<file path="config.mk">
export PLATFORM = sky130hd
export DESIGN_NAME = monta_senha
export DESIGN_NICKNAME = d
export VERILOG_FILES = /design/src/rtl/monta_senha_pkg.sv /design/src/rtl/temporizador_inativo.sv /design/src/rtl/monta_senha.sv
export SDC_FILE = /design/constraint.sdc
export NUM_CORES = 1
export LEC_CHECK = 0
export ABC_AREA = 0
export BUFFER_PORTS_ARGS = -buffer_cell sky130_fd_sc_hd__buf_4
export CORE_UTILIZATION = 30
export CTS_CLUSTER_SIZE = 30
export DETAILED_ROUTE_END_ITERATION = 10
export MAX_ROUTING_LAYER = met4
export SYNTH_ARGS = -nofsm -noshare
export SYNTH_HDL_FRONTEND = slang
export SYNTH_SLANG_ARGS = --single-unit
</file>
<file path="constraint.sdc">
create_clock -name clk -period 4.73 [get_ports clk]
set_clock_uncertainty 0.15 [all_clocks]
set_input_delay 0.7095 -clock clk [delete_from_list [all_inputs] [get_ports clk]]
set_output_delay 0.7095 -clock clk [all_outputs]
set_load 0.005 [all_outputs]
</file>
<file path="src/rtl/monta_senha_pkg.sv">
// Shared types and key codes for the password entry path.
// Holds the packed entry buffer type used between collector and verifier.
package monta_senha_pkg;

  localparam int NUM_DIG = 20;
  localparam int CNT_W   = 5;

  localparam logic [3:0] KEY_CLEAR   = 4'hA;
  localparam logic [3:0] KEY_CONFIRM = 4'hB;
  localparam logic [3:0] DIG_EMPTY   = 4'hF;

  // digits[0] is the oldest digit and sits in the least significant nibble
  typedef struct packed {
    logic [NUM_DIG-1:0][3:0] digits;
  } senhaPac_t;

  localparam senhaPac_t SENHA_VAZIA = senhaPac_t'({NUM_DIG{DIG_EMPTY}});

  function automatic logic is_digit(input logic [3:0] code);
    return (code <= 4'd9);
  endfunction

endpackage

</file>
<file path="src/rtl/temporizador_inativo.sv">
// Saturating up/down counter with clear, load, enable and terminal-count flag.
// Terminal value is MAX_CYC-1 counting up or 0 counting down; it never wraps.
module temporizador_inativo #(
  parameter int MAX_CYC = 16
) (
  input  logic clk,
  input  logic rst_n,
  input  logic clr,
  input  logic load,
  input  logic [((MAX_CYC > 1) ? $clog2(MAX_CYC) : 1)-1:0] load_val,
  input  logic en,
  input  logic down,
  output logic tc
);

  localparam int W = (MAX_CYC > 1) ? $clog2(MAX_CYC) : 1;
  localparam logic [W-1:0] TERM = W'(MAX_CYC - 1);

  logic [W-1:0] cnt;

  always_ff @(posedge clk or negedge rst_n) begin
    if (!rst_n) begin
      cnt <= '0;
    end else if (clr) begin
      cnt <= '0;
    end else if (load) begin
      cnt <= load_val;
    end else if (en && !tc) begin
      cnt <= down ? (cnt - W'(1)) : (cnt + W'(1));
    end
  end

  always_comb begin
    tc = down ? (cnt == '0) : (cnt == TERM);
  end

endmodule

</file>
<file path="src/rtl/monta_senha.sv">
// Collects keypad digits into a 20-digit entry, hands it to the verifier and reports the outcome.
// Keys arriving while an attempt is in flight are dropped; a silent verifier times out as a failure.
module monta_senha
  import monta_senha_pkg::*;
#(
  parameter int TIMEOUT_CYC = 50000,
  parameter int RESP_CYC    = 64
) (
  input  logic             clk,
  input  logic             rst_n,
  input  logic             key_valid,
  input  logic [3:0]       key_code,
  output senhaPac_t        senha_teste,
  output logic             valid_out,
  input  logic             verif_done,
  input  logic             verif_ok,
  output logic             busy,
  output logic [CNT_W-1:0] digit_count,
  output logic             result_valid,
  output logic             result_ok
);

  typedef enum logic [1:0] {COLETA, ENVIA, AGUARDA, RESULTADO} estado_t;

  localparam logic [CNT_W-1:0] MAX_DIG = CNT_W'(NUM_DIG);
  localparam int INAT_W = (TIMEOUT_CYC > 1) ? $clog2(TIMEOUT_CYC) : 1;
  localparam int RESP_W = (RESP_CYC > 1) ? $clog2(RESP_CYC) : 1;

  estado_t          state, state_nxt;
  senhaPac_t        senha_q;
  logic [CNT_W-1:0] cnt_q;
  logic             ok_q;

  logic coleta, key_dig, key_clr, key_cnf, key_aceita;
  logic inat_clr, inat_en, inat_tc, timeout;
  logic resp_clr, resp_en, resp_tc;

  always_comb begin
    coleta     = (state == COLETA);
    key_dig    = coleta && key_valid && is_digit(key_code);
    key_clr    = coleta && key_valid && (key_code == KEY_CLEAR);
    key_cnf    = coleta && key_valid && (key_code == KEY_CONFIRM) && (cnt_q != '0);
    key_aceita = key_dig || key_clr || key_cnf;
    // a key in the same cycle as the terminal count keeps the entry alive
    timeout    = coleta && (cnt_q != '0) && inat_tc && !key_aceita;
    inat_en    = coleta && (cnt_q != '0);
    inat_clr   = !inat_en || key_aceita || timeout;
    resp_en    = (state == AGUARDA);
    resp_clr   = !resp_en;
  end

  temporizador_inativo #(.MAX_CYC(TIMEOUT_CYC)) u_tmr_inat (
    .clk      (clk),
    .rst_n    (rst_n),
    .clr      (inat_clr),
    .load     (1'b0),
    .load_val ({INAT_W{1'b0}}),
    .en       (inat_en),
    .down     (1'b0),
    .tc       (inat_tc)
  );

  temporizador_inativo #(.MAX_CYC(RESP_CYC)) u_tmr_resp (
    .clk      (clk),
    .rst_n    (rst_n),
    .clr      (resp_clr),
    .load     (1'b0),
    .load_val ({RESP_W{1'b0}}),
    .en       (resp_en),
    .down     (1'b0),
    .tc       (resp_tc)
  );

  always_ff @(posedge clk or negedge rst_n) begin
    if (!rst_n) state <= COLETA;
    else        state <= state_nxt;
  end

  always_comb begin
    state_nxt = state;
    unique case (state)
      COLETA:    if (key_cnf) state_nxt = ENVIA;
      ENVIA:     state_nxt = AGUARDA;
      AGUARDA:   if (verif_done || resp_tc) state_nxt = RESULTADO;
      RESULTADO: state_nxt = COLETA;
      default:   state_nxt = COLETA;
    endcase
  end

  always_ff @(posedge clk or negedge rst_n) begin
    if (!rst_n) begin
      senha_q <= SENHA_VAZIA;
      cnt_q   <= '0;
      ok_q    <= 1'b0;
    end else begin
      case (state)
        COLETA: begin
          if (key_clr || timeout) begin
            senha_q <= SENHA_VAZIA;
            cnt_q   <= '0;
          end else if (key_dig) begin
            if (cnt_q < MAX_DIG) begin
              senha_q.digits[cnt_q] <= key_code;
              cnt_q                 <= cnt_q + CNT_W'(1);
            end else begin
              // full buffer: drop the oldest digit, newest goes to the top slot
              for (int i = 0; i < NUM_DIG - 1; i++) begin
                senha_q.digits[i] <= senha_q.digits[i+1];
              end
              senha_q.digits[NUM_DIG-1] <= key_code;
            end
          end
        end
        AGUARDA: begin
          if (verif_done)   ok_q <= verif_ok;
          else if (resp_tc) ok_q <= 1'b0;
        end
        RESULTADO: begin
          senha_q <= SENHA_VAZIA;
          cnt_q   <= '0;
        end
        default: ;
      endcase
    end
  end

  always_comb begin
    valid_out    = (state == ENVIA);
    busy         = (state != COLETA);
    result_valid = (state == RESULTADO);
    result_ok    = (state == RESULTADO) && ok_q;
    senha_teste  = senha_q;
    digit_count  = cnt_q;
  end

endmodule

</file>
After elaboration in Yosys (flattened, before gate mapping):

Cells that the tools add are included.

* input port bits: 9
* register bits: 110
* logic and storage cells: 96

* $add $sub $neg: 3
* muxes and demuxes: 20
* equal/unequal tests: 12
* reduce and logical (&&, ||, !) cells: 32
* order comparisons: 4

Operators with widths (number)
* $mux 80: 3
* $pmux 80 s2: 1
* $bwmux 80: 1
* $mux 16: 2
* $demux 4 s5: 1
* $add 16x1->16 const B: 1
* $eq 16x16->1 const B: 1
* $mux 5: 3
* $logic_and 1x1->1: 12
* $mux 6: 2
* $pmux 5 s2: 1
* $eq 4x4->1 const B: 2
* $pmux 2 s4: 1
* $reduce_bool 2->1: 4
* $add 6x1->6 const B: 1
* $eq 6x6->1 const B: 1
* $logic_or 1x1->1: 6
* $lt 5x6->1 const B: 1
* $ne 3x1->1 const B: 2
* $reduce_and 2->1: 3
* $add 5x1->5 const B: 1
* $ge 5x1->1 const B: 1
* $lt 5x5->1 const B: 1
* $reduce_bool 5->1: 1
* 11 further kinds: 18

Depth between registers and ports, before layout:

Gate-level depths: netlist (run 1).

* depth in word-level cells: 10
* mapped depth: 10
* mapped depth without buffers: 7

Cells and area by module:

A second synthesis (run 1) with hierarchy kept.

* cells, all modules: 797
* area, all modules: 7384.6 um^2

Modules (own cells, without submodules)
* monta_senha: seq. area each 2302.2 um^2, area an instance 5303.8 um^2, cells each 559, instances 1
* temporizador_inativo at u_tmr_inat: seq. area each 400.4 um^2, area an instance 1544.0 um^2, cells each 182, instances 1
* temporizador_inativo at u_tmr_resp: seq. area each 150.1 um^2, area an instance 536.8 um^2, cells each 56, instances 1

Least setup slack after synthesis (run 1):

Ideal clock, no wire load.

* path type: flip-flop to flip-flop
* start point: register cnt_q[0] (netlist: digit_count[0])
* end point: register senha_q (netlist bit senha_teste[46])
* data required time: 4.505 ns
* cell stages (with the launch flop): 10
* arrival time: 2.062 ns
* period minus slack after synthesis: 2.287 ns
* library setup time: 0.075 ns
* slack: 2.443 ns
* cells stage by stage: dfrtp_1 > inv_1 > ha_1 > buf_2 > or4b_4 > nand3_2 > nor2_2 > buf_6 > o31a_1 > a2bb2oi_1

* longest elaborated chain between the ends: 9

Ends and longest elaborated chain
* from (decl): RTL line monta_senha.sv:31 `logic [CNT_W-1:0] cnt_q;`
* from (signal assigned): RTL line monta_senha.sv:104 `cnt_q <= cnt_q + CNT_W'(1);`
* $lt 5x6->1 (not written as such) / $ge 5x1->1 (equally long branches): RTL line monta_senha.sv:103 `senha_q.digits[cnt_q] <= key_code;`
* $logic_and 1x1->1 (not written as such): RTL line monta_senha.sv:103
* $mux 4 (not written as such): RTL line monta_senha.sv:103
* $demux 4 s5: RTL line monta_senha.sv:103
* $bwmux 80: RTL line monta_senha.sv:103
* $mux 80: RTL line monta_senha.sv:102 `if (cnt_q < MAX_DIG) begin`
* $mux 80: RTL line monta_senha.sv:101 `end else if (key_dig) begin`
* $mux 80: RTL line monta_senha.sv:98 `if (key_clr || timeout) begin`
* $pmux 80 s2: RTL line monta_senha.sv:96 `case (state)`
* to (decl): RTL line monta_senha.sv:30 `senhaPac_t senha_q;`

Several ways; a longest one is shown, not always the timed one. The select of a mux whose other input is x is not followed.
A chain may end at the register's enable or synchronous reset.

Worst setup path after layout (run 1):

* start point: register cnt_q[0] (netlist: digit_count[0])
* end point: register senha_q (netlist bit senha_teste[22])

The elaborated chain is that of the path after synthesis.

==> results of run 1 <==
## placed cells by master, fill, tap and decap left out, types with 20 or more instances in the layout
| cell type | synthesis | final |
|---|---|---|
| o22a_1 | 35 | 35 |
| nand2_1 | 20 | 20 |
| dfstp_2 | 80 | 80 |
| a2bb2oi_1 | 37 | 37 |
| o21ai_0 | 26 | 26 |
| buf_4 | 0 | 104 |
| a22o_1 | 31 | 31 |
| a32o_1 | 30 | 30 |
| dfrtp_1 | 30 | 30 |
| nor2_1 | 23 | 23 |
| a22oi_1 | 44 | 44 |
## logic make-up (layout without fill, tap and decap cells)
family	count (synthesis)	after routing	share of synthesized area (%)
compound gates	263	263	34.7
flops	110	110	45.6
fa+ha+maj	11	11	2.20
xor+xnor	13	13	1.82
mux	2	2	0.320
simple gates	121	121	10.9
buf+inv	63	131	4.40
## cell type report
cell class,instances,share of cell area (%)
repair buffers,104,10.5
multi-input cells,410,42.3
well taps,270,4.54
clock inverters,6,0.690
clock buffers,10,3.08
flip-flops and latches,110,38.4
inverters,11,0.555
## critical path: cells and delay by family (launching register included)
kind / cells / cell delay [ns]
AND/OR/NAND/NOR: 3 / 1.33
buffers and inverters: 1 / 0.14
adder cells (fa/ha/maj): 1 / 0.61
AO/OA/AOI/OAI: 2 / 0.58
flip-flops: 1 / 0.44
## power by group through the flow
stage	clock network, uW	registers [uW]	logic, uW
finish	748	2120	3780
global placement	0	2120	3630
floorplan	0	1980	2540
global route	794	2170	4110
CTS	759	2120	3780
detailed placement	0	2130	3740
## registers in the layout, indices dropped and copies added, names as in the netlist
register	cells
senha_teste	80
u_tmr_inat.cnt	16
u_tmr_resp.cnt	6
digit_count	5
state	2
ok_q	1
## layer usage
| layer | wire, um | global-route usage (%) | share of wire [%] | up-vias |
|---|---|---|---|---|
| met5 | 0 | - | 0 | - |
| met4 | 353 | 7.34 | 1.8 | 0 |
| met3 | 1120 | 3.00 | 5.7 | 23 |
| met2 | 9470 | 29.5 | 48 | 205 |
| met1 | 8760 | 25.1 | 44 | 2776 |
| li1 | - | - | - | 2421 |
## how the worst max path moves through the flow
stage          slack [ns]  cells past startpoint            from               to
6_report             1.39                      7  digit_count[0]  senha_teste[22]
5_1_grt              1.16                      7  digit_count[0]  senha_teste[42]
4_1_cts              1.43                      7  digit_count[0]  senha_teste[22]
3_5_place_dp         1.46                      7  digit_count[0]  senha_teste[23]
3_3_place_gp         1.58                      6     key_code[3]  senha_teste[42]
2_1_floorplan        2.44                      9  digit_count[0]  senha_teste[46]
## metrics by stage
stage / hold WS, ns / util, % / power, uW
2_1_floorplan: 0.264 / - / 4530
3_3_place_gp: 0.329 / 35.1 / 5750
3_5_place_dp: 0.338 / 35.1 / 5870
4_1_cts: 0.345 / 36.5 / 6660
5_1_grt: 0.368 / 36.5 / 7080
6_report: 0.306 / 36.5 / 6650
==> run_summary.xml, run 1 <==
<?xml version="1.0" encoding="UTF-8"?>
<metrics>
  <group name="status">
    <metric name="outcome" unit="">completed</metric>
  </group>
  <group name="timing">
    <metric name="final_max_slew_viol_count" unit="">0</metric>
    <metric name="max_clock_freq" unit="MHz">299</metric>
    <metric name="final_period_minus_worst_setup_slack" unit="ns">3.34</metric>
    <metric name="slew_worst_pin" unit="ns">1.36</metric>
    <metric name="finalHoldViolCount" unit="">0</metric>
    <metric name="finalCritPeriodShare" unit="%">70.6</metric>
    <metric name="grt_setup_unrepaired" unit="">false</metric>
    <metric name="post-route-worst-setup-slack" unit="ns">1.39</metric>
    <metric name="finalSetupViolations" unit="">0</metric>
    <metric name="setup-tns-final" unit="ns">0</metric>
    <metric name="rel_slew_slack" unit="%">9.12</metric>
  </group>
  <group name="setup_path">
    <metric name="setup.reg_to_reg.worst_slack" unit="ns">1.39</metric>
    <metric name="critical_path.endpoint_type" unit="">flop</metric>
    <metric name="timing.critical_path.arrival" unit="ns">3.48</metric>
    <metric name="critical_path.max_fanout" unit="">18</metric>
    <metric name="cp_slowest_stage_delay" unit="ns">0.65</metric>
    <metric name="timing.critical_path.slowest_stage_cell" unit="">or3_1</metric>
    <metric name="r2r-end" unit="">senha_teste[22]</metric>
    <metric name="cp-start-kind" unit="">flop</metric>
    <metric name="timing.setup.critical_path_class" unit="">flop to flop</metric>
    <metric name="crit_required" unit="ns">4.87</metric>
    <metric name="worst-r2r-cell-count" unit="">7</metric>
    <metric name="path_cells" unit="">inv_1 &gt; ha_1 &gt; or4b_4 &gt; nand3_2 &gt; or3_1 &gt; o21ai_1 &gt; o22a_1</metric>
    <metric name="critical_path.reg2reg.startpoint" unit="">digit_count[0]</metric>
  </group>
  <group name="finish">
    <metric name="instances_no_fill" unit="">921</metric>
    <metric name="finalInstanceArea" unit="um^2">7440</metric>
    <metric name="layout-area-overhead-vs-synth" unit="%">18.8</metric>
    <metric name="post_route_cells_drive_above_1_share" unit="%">35.5</metric>
    <metric name="final.fill_count" unit="">2020</metric>
    <metric name="diodes" unit="">0</metric>
    <metric name="fin_nets" unit="">666</metric>
    <metric name="seq_area" unit="um^2">2850</metric>
    <metric name="area_taken_by_multi_input_logic_gates" unit="um^2">3140</metric>
  </group>
  <group name="floorplan">
    <metric name="row_count" unit="">52</metric>
    <metric name="start_util" unit="%">30.7</metric>
    <metric name="die-area" unit="um^2">21400</metric>
    <metric name="die_h" unit="um">146</metric>
    <metric name="core" unit="um^2">20400</metric>
    <metric name="num_io_pins" unit="">98</metric>
    <metric name="die_w" unit="um">146</metric>
  </group>
  <group name="yosys">
    <metric name="synthDistinctLibCells" unit="">60</metric>
    <metric name="async_flop_share" unit="%">100</metric>
    <metric name="synth.ff_latch_count" unit="">110</metric>
    <metric name="most_used_flip_flop_cell_after_synthesis" unit="">dfstp_2</metric>
    <metric name="post_synth_main_area_contributors" unit="">dfstp_2, dfrtp_1, a22oi_1, a2bb2oi_1, o22a_1</metric>
    <metric name="synth.avg_cell_area" unit="um^2">10.7</metric>
    <metric name="synth.largest_area_cell" unit="">dfstp_2</metric>
    <metric name="yosys_warnings" unit="">0</metric>
    <metric name="synth_seq_area_share" unit="%">45.6</metric>
    <metric name="yosysTopAreaCellShare" unit="%">33.6</metric>
    <metric name="synth.cells.most_frequent" unit="">dfstp_2, a22oi_1, a2bb2oi_1, clkbuf_1, o22a_1</metric>
    <metric name="yosysMostFrequentCell" unit="">dfstp_2</metric>
    <metric name="count_of_flip_flops_with_a_built_in_enable_after_synthesis" unit="">0</metric>
    <metric name="synthesis.nets" unit="">603</metric>
    <metric name="synthCells" unit="">583</metric>
    <metric name="mappedNetlistArea" unit="um^2">6260</metric>
  </group>
  <group name="power">
    <metric name="power.switching" unit="uW">2720</metric>
    <metric name="power.combinational.fraction" unit="%">56.9</metric>
    <metric name="seq_power_share" unit="%">31.9</metric>
    <metric name="clkPwrFrac" unit="%">11.2</metric>
    <metric name="switching_portion_of_total_power" unit="%">40.9</metric>
    <metric name="internal_power" unit="uW">3930</metric>
    <metric name="pwr_density_cell" unit="nW/um^2">895</metric>
    <metric name="power.leakage" unit="uW">0.00300</metric>
    <metric name="power.ir.vdd_worst" unit="mV">0.374</metric>
  </group>
  <group name="detailed_routing">
    <metric name="drt-vias-per-instance" unit="">5.89</metric>
    <metric name="drtIter0Drc" unit="">403</metric>
    <metric name="drc" unit="">0</metric>
    <metric name="detailroute.via_count" unit="">5425</metric>
    <metric name="wl_per_cell" unit="um">21.4</metric>
    <metric name="drt_pass1_iterations" unit="">6</metric>
    <metric name="postRouteWirelength" unit="mm">19.7</metric>
    <metric name="drtAntennaViolNets" unit="">0</metric>
  </group>
  <group name="clock_network">
    <metric name="clkSlewWorstSetupHoldPaths" unit="ns">0.08</metric>
    <metric name="cts.repair_timing.setup_buffer_count" unit="">0</metric>
    <metric name="cts-root-buf" unit="">clkbuf_16</metric>
    <metric name="cts_hold_buf" unit="">0</metric>
    <metric name="tritoncts_clock_tree" unit="">done</metric>
    <metric name="max-clock-path-buffers" unit="">2</metric>
    <metric name="ctsHtreeMaxLevel" unit="">3</metric>
    <metric name="cts_num_sinks" unit="">110</metric>
    <metric name="postCtsResizedCells" unit="">0</metric>
    <metric name="insertion_delay_to_the_later_sink_of_the_worst_skew_pair" unit="ns">0.36</metric>
    <metric name="cts-buffers-inserted" unit="">9</metric>
  </group>
  <group name="global_route">
    <metric name="grt_max_degree" unit="">71</metric>
    <metric name="antenna_found_initial" unit="">0</metric>
    <metric name="grt_pass1_wl" unit="mm">30.9</metric>
    <metric name="grt.total_usage" unit="%">19.1</metric>
    <metric name="grt_remaining_overflow" unit="">0</metric>
    <metric name="vias_in_the_first_global_route" unit="">5384</metric>
  </group>
  <group name="placement">
    <metric name="placedCellCount" unit="">905</metric>
    <metric name="dpl_cell_area" unit="um^2">7160</metric>
    <metric name="rd_place_congestion" unit="">0.809</metric>
    <metric name="io_buffers" unit="">97</metric>
    <metric name="detailed_place_hpwl" unit="mm">13.3</metric>
    <metric name="preCtsSetupSlack" unit="ns">1.46</metric>
  </group>
  <group name="flow_run">
    <metric name="max_cap_viol_count" unit="">0</metric>
  </group>
  <group name="min_path">
    <metric name="hold_path_class" unit="">input pin to async pin</metric>
  </group>
</metrics>
(Power assumes the default switching activity.)
==> run 2, diff against run 1 <==
clock period = 2.95 ns   (was 4.73 ns; I/O delays follow)
==> run 2 against run 1 <==
Effect of this change: hold slack worse by 0.30 ns; first-iteration DRC count down 11%; register-to-register slack got worse by 0.97 ns; die area did not move; sequential power increased by 59%; sequential cell count stayed put; clock-buffer cell count up 1; routed wire length down 0.51%; setup slack lost 0.97 ns; critical endpoint is now senha_teste[30].
==> run_summary.xml, run 2 (same netlist as run 1, synthesis figures left out) <==
<?xml version="1.0" encoding="UTF-8"?>
<metrics>
  <group name="status">
    <metric name="outcome" unit="">completed</metric>
  </group>
  <group name="power">
    <metric name="power.ir.vdd_worst" unit="mV">0.583</metric>
    <metric name="power.leakage" unit="uW">0.00310</metric>
    <metric name="pwr_density_cell" unit="nW/um^2">1430</metric>
    <metric name="design_power_total" unit="uW">10900</metric>
  </group>
  <group name="timing">
    <metric name="finalCritPeriodShare" unit="%">85.7</metric>
    <metric name="max_clock_freq" unit="MHz">395</metric>
    <metric name="setup-tns-final" unit="ns">0</metric>
    <metric name="final.hold.worst_slack" unit="ns">0.00573</metric>
    <metric name="rel_slew_slack" unit="%">12.9</metric>
    <metric name="final_max_slew_viol_count" unit="">0</metric>
    <metric name="finalHoldViolCount" unit="">0</metric>
    <metric name="slew_worst_pin" unit="ns">1.31</metric>
    <metric name="finalSetupViolations" unit="">0</metric>
    <metric name="grt_setup_unrepaired" unit="">false</metric>
    <metric name="final_period_minus_worst_setup_slack" unit="ns">2.53</metric>
  </group>
  <group name="clock_network">
    <metric name="cts.repair_timing.setup_buffer_count" unit="">0</metric>
    <metric name="tritoncts_clock_tree" unit="">done</metric>
    <metric name="clkSlewWorstSetupHoldPaths" unit="ns">0.07</metric>
    <metric name="insertion_delay_to_the_later_sink_of_the_worst_skew_pair" unit="ns">0.36</metric>
    <metric name="cts_hold_buf" unit="">0</metric>
    <metric name="postCtsResizedCells" unit="">0</metric>
    <metric name="ctsHtreeMaxLevel" unit="">3</metric>
    <metric name="cts_num_sinks" unit="">110</metric>
    <metric name="cts-root-buf" unit="">clkbuf_16</metric>
    <metric name="cts-buffers-inserted" unit="">9</metric>
    <metric name="max-clock-path-buffers" unit="">2</metric>
  </group>
  <group name="finish">
    <metric name="layout-area-overhead-vs-synth" unit="%">21.7</metric>
    <metric name="fin_nets" unit="">680</metric>
    <metric name="leading_cell_types_in_the_layout_fill_and_taps_excluded" unit="">buf_4, dfstp_2, a22oi_1, a2bb2oi_1, o22a_1</metric>
    <metric name="mostFrequentLayoutCell" unit="">buf_4</metric>
    <metric name="finalInstanceArea" unit="um^2">7610</metric>
    <metric name="largest_register_ff_count" unit="">80</metric>
    <metric name="utilization" unit="%">37.4</metric>
    <metric name="diodes" unit="">0</metric>
    <metric name="post_route_cells_drive_above_1_share" unit="%">36.7</metric>
  </group>
  <group name="detailed_routing">
    <metric name="drt_pass1_iterations" unit="">5</metric>
    <metric name="postRouteWirelength" unit="mm">19.6</metric>
    <metric name="drtAntennaViolNets" unit="">0</metric>
    <metric name="drt-vias-per-instance" unit="">5.80</metric>
    <metric name="drc" unit="">0</metric>
    <metric name="detailroute.via_count" unit="">5422</metric>
    <metric name="drtIter0Drc" unit="">357</metric>
    <metric name="wl_per_cell" unit="um">21.0</metric>
  </group>
  <group name="setup_path">
    <metric name="crit_required" unit="ns">3.10</metric>
    <metric name="worst-r2r-cell-count" unit="">8</metric>
    <metric name="critical_path.max_fanout" unit="">10</metric>
    <metric name="timing.critical_path.arrival" unit="ns">2.68</metric>
    <metric name="timing.setup.critical_path_class" unit="">flop to flop</metric>
    <metric name="cp-start-kind" unit="">flop</metric>
    <metric name="critical_path.endpoint_type" unit="">flop</metric>
  </group>
  <group name="floorplan">
    <metric name="die-area" unit="um^2">21400</metric>
    <metric name="start_util" unit="%">30.7</metric>
    <metric name="die_w" unit="um">146</metric>
    <metric name="core" unit="um^2">20400</metric>
    <metric name="num_io_pins" unit="">98</metric>
    <metric name="die_h" unit="um">146</metric>
    <metric name="row_count" unit="">52</metric>
  </group>
  <group name="placement">
    <metric name="rd_place_congestion" unit="">0.881</metric>
    <metric name="detailed_place_hpwl" unit="mm">13.8</metric>
    <metric name="dpl_cell_area" unit="um^2">7300</metric>
    <metric name="io_buffers" unit="">97</metric>
  </group>
  <group name="min_path">
    <metric name="hold_path_class" unit="">input pin to async pin</metric>
  </group>
  <group name="flow_run">
    <metric name="max_cap_viol_count" unit="">0</metric>
  </group>
  <group name="global_route">
    <metric name="grt.total_usage" unit="%">19.0</metric>
    <metric name="vias_in_the_first_global_route" unit="">5492</metric>
    <metric name="antenna_found_initial" unit="">0</metric>
    <metric name="grt_pass1_wl" unit="mm">30.9</metric>
    <metric name="grt_remaining_overflow" unit="">0</metric>
    <metric name="grt_max_degree" unit="">60</metric>
  </group>
</metrics>
-- run 2: layout make-up --
| class | instances | area, um^2 |
|---|---|---|
| inverters | 11 | 41.3 |
| flip-flops and latches | 110 | 2850 |
| clock buffers | 11 | 233 |
| multi-input cells | 410 | 3140 |
| clock inverters | 5 | 83.8 |
| well taps | 270 | 338 |
| repair buffers | 118 | 923 |
| fillers | 1996 | 12700 |
-- run 2: final timing paths --
path	from	end	slack [ns]
max reg2reg	digit_count[0]	senha_teste[30]	0.42
min reg2reg	ok_q	ok_q	0.35
min in group clk	verif_ok	ok_q	0.19
max	digit_count[0]	senha_teste[30]	0.42
min	rst_n	u_tmr_resp.cnt[2]	0.006
max in group asynchronous	rst_n	senha_teste[0]	1.85
-- run 2: stage by stage --
stage,worst slack [ns],instances
final,0.421,935
after global routing,0.274,935
after CTS,0.435,935
after detailed placement,0.469,919
after global placement,0.600,919
after floorplan,0.663,583
-- run 2: routing by layer --
layer  share of wire, %  vias up  wire length (um)  GRT usage (%)
li1                   -     2448                 -              -
met1                 43     2783              8400           23.2
met2                 50      163              9770           31.6
met3                5.4       28              1060           3.31
met4                1.8        0               361           6.56
met5                  0        -                 0              -
-- run 2: where the power goes --
| group | internal [uW] | total, uW | switching [uW] |
|---|---|---|---|
| Clock | 746 | 1310 | 563 |
| Combinational | 3180 | 6240 | 3050 |
| Sequential | 2650 | 3370 | 725 |
| Total | 6570 | 10900 | 4340 |
-- run 2: critical path, stage by stage (launching register included) --
cell and delay (ns):
dfrtp_1 0.43, inv_1 0.14, ha_1 0.17, or4b_4 0.48, nand3_2 0.11, nor2_2 0.05
buf_4 0.18, o31ai_1 0.50, o22a_1 0.25
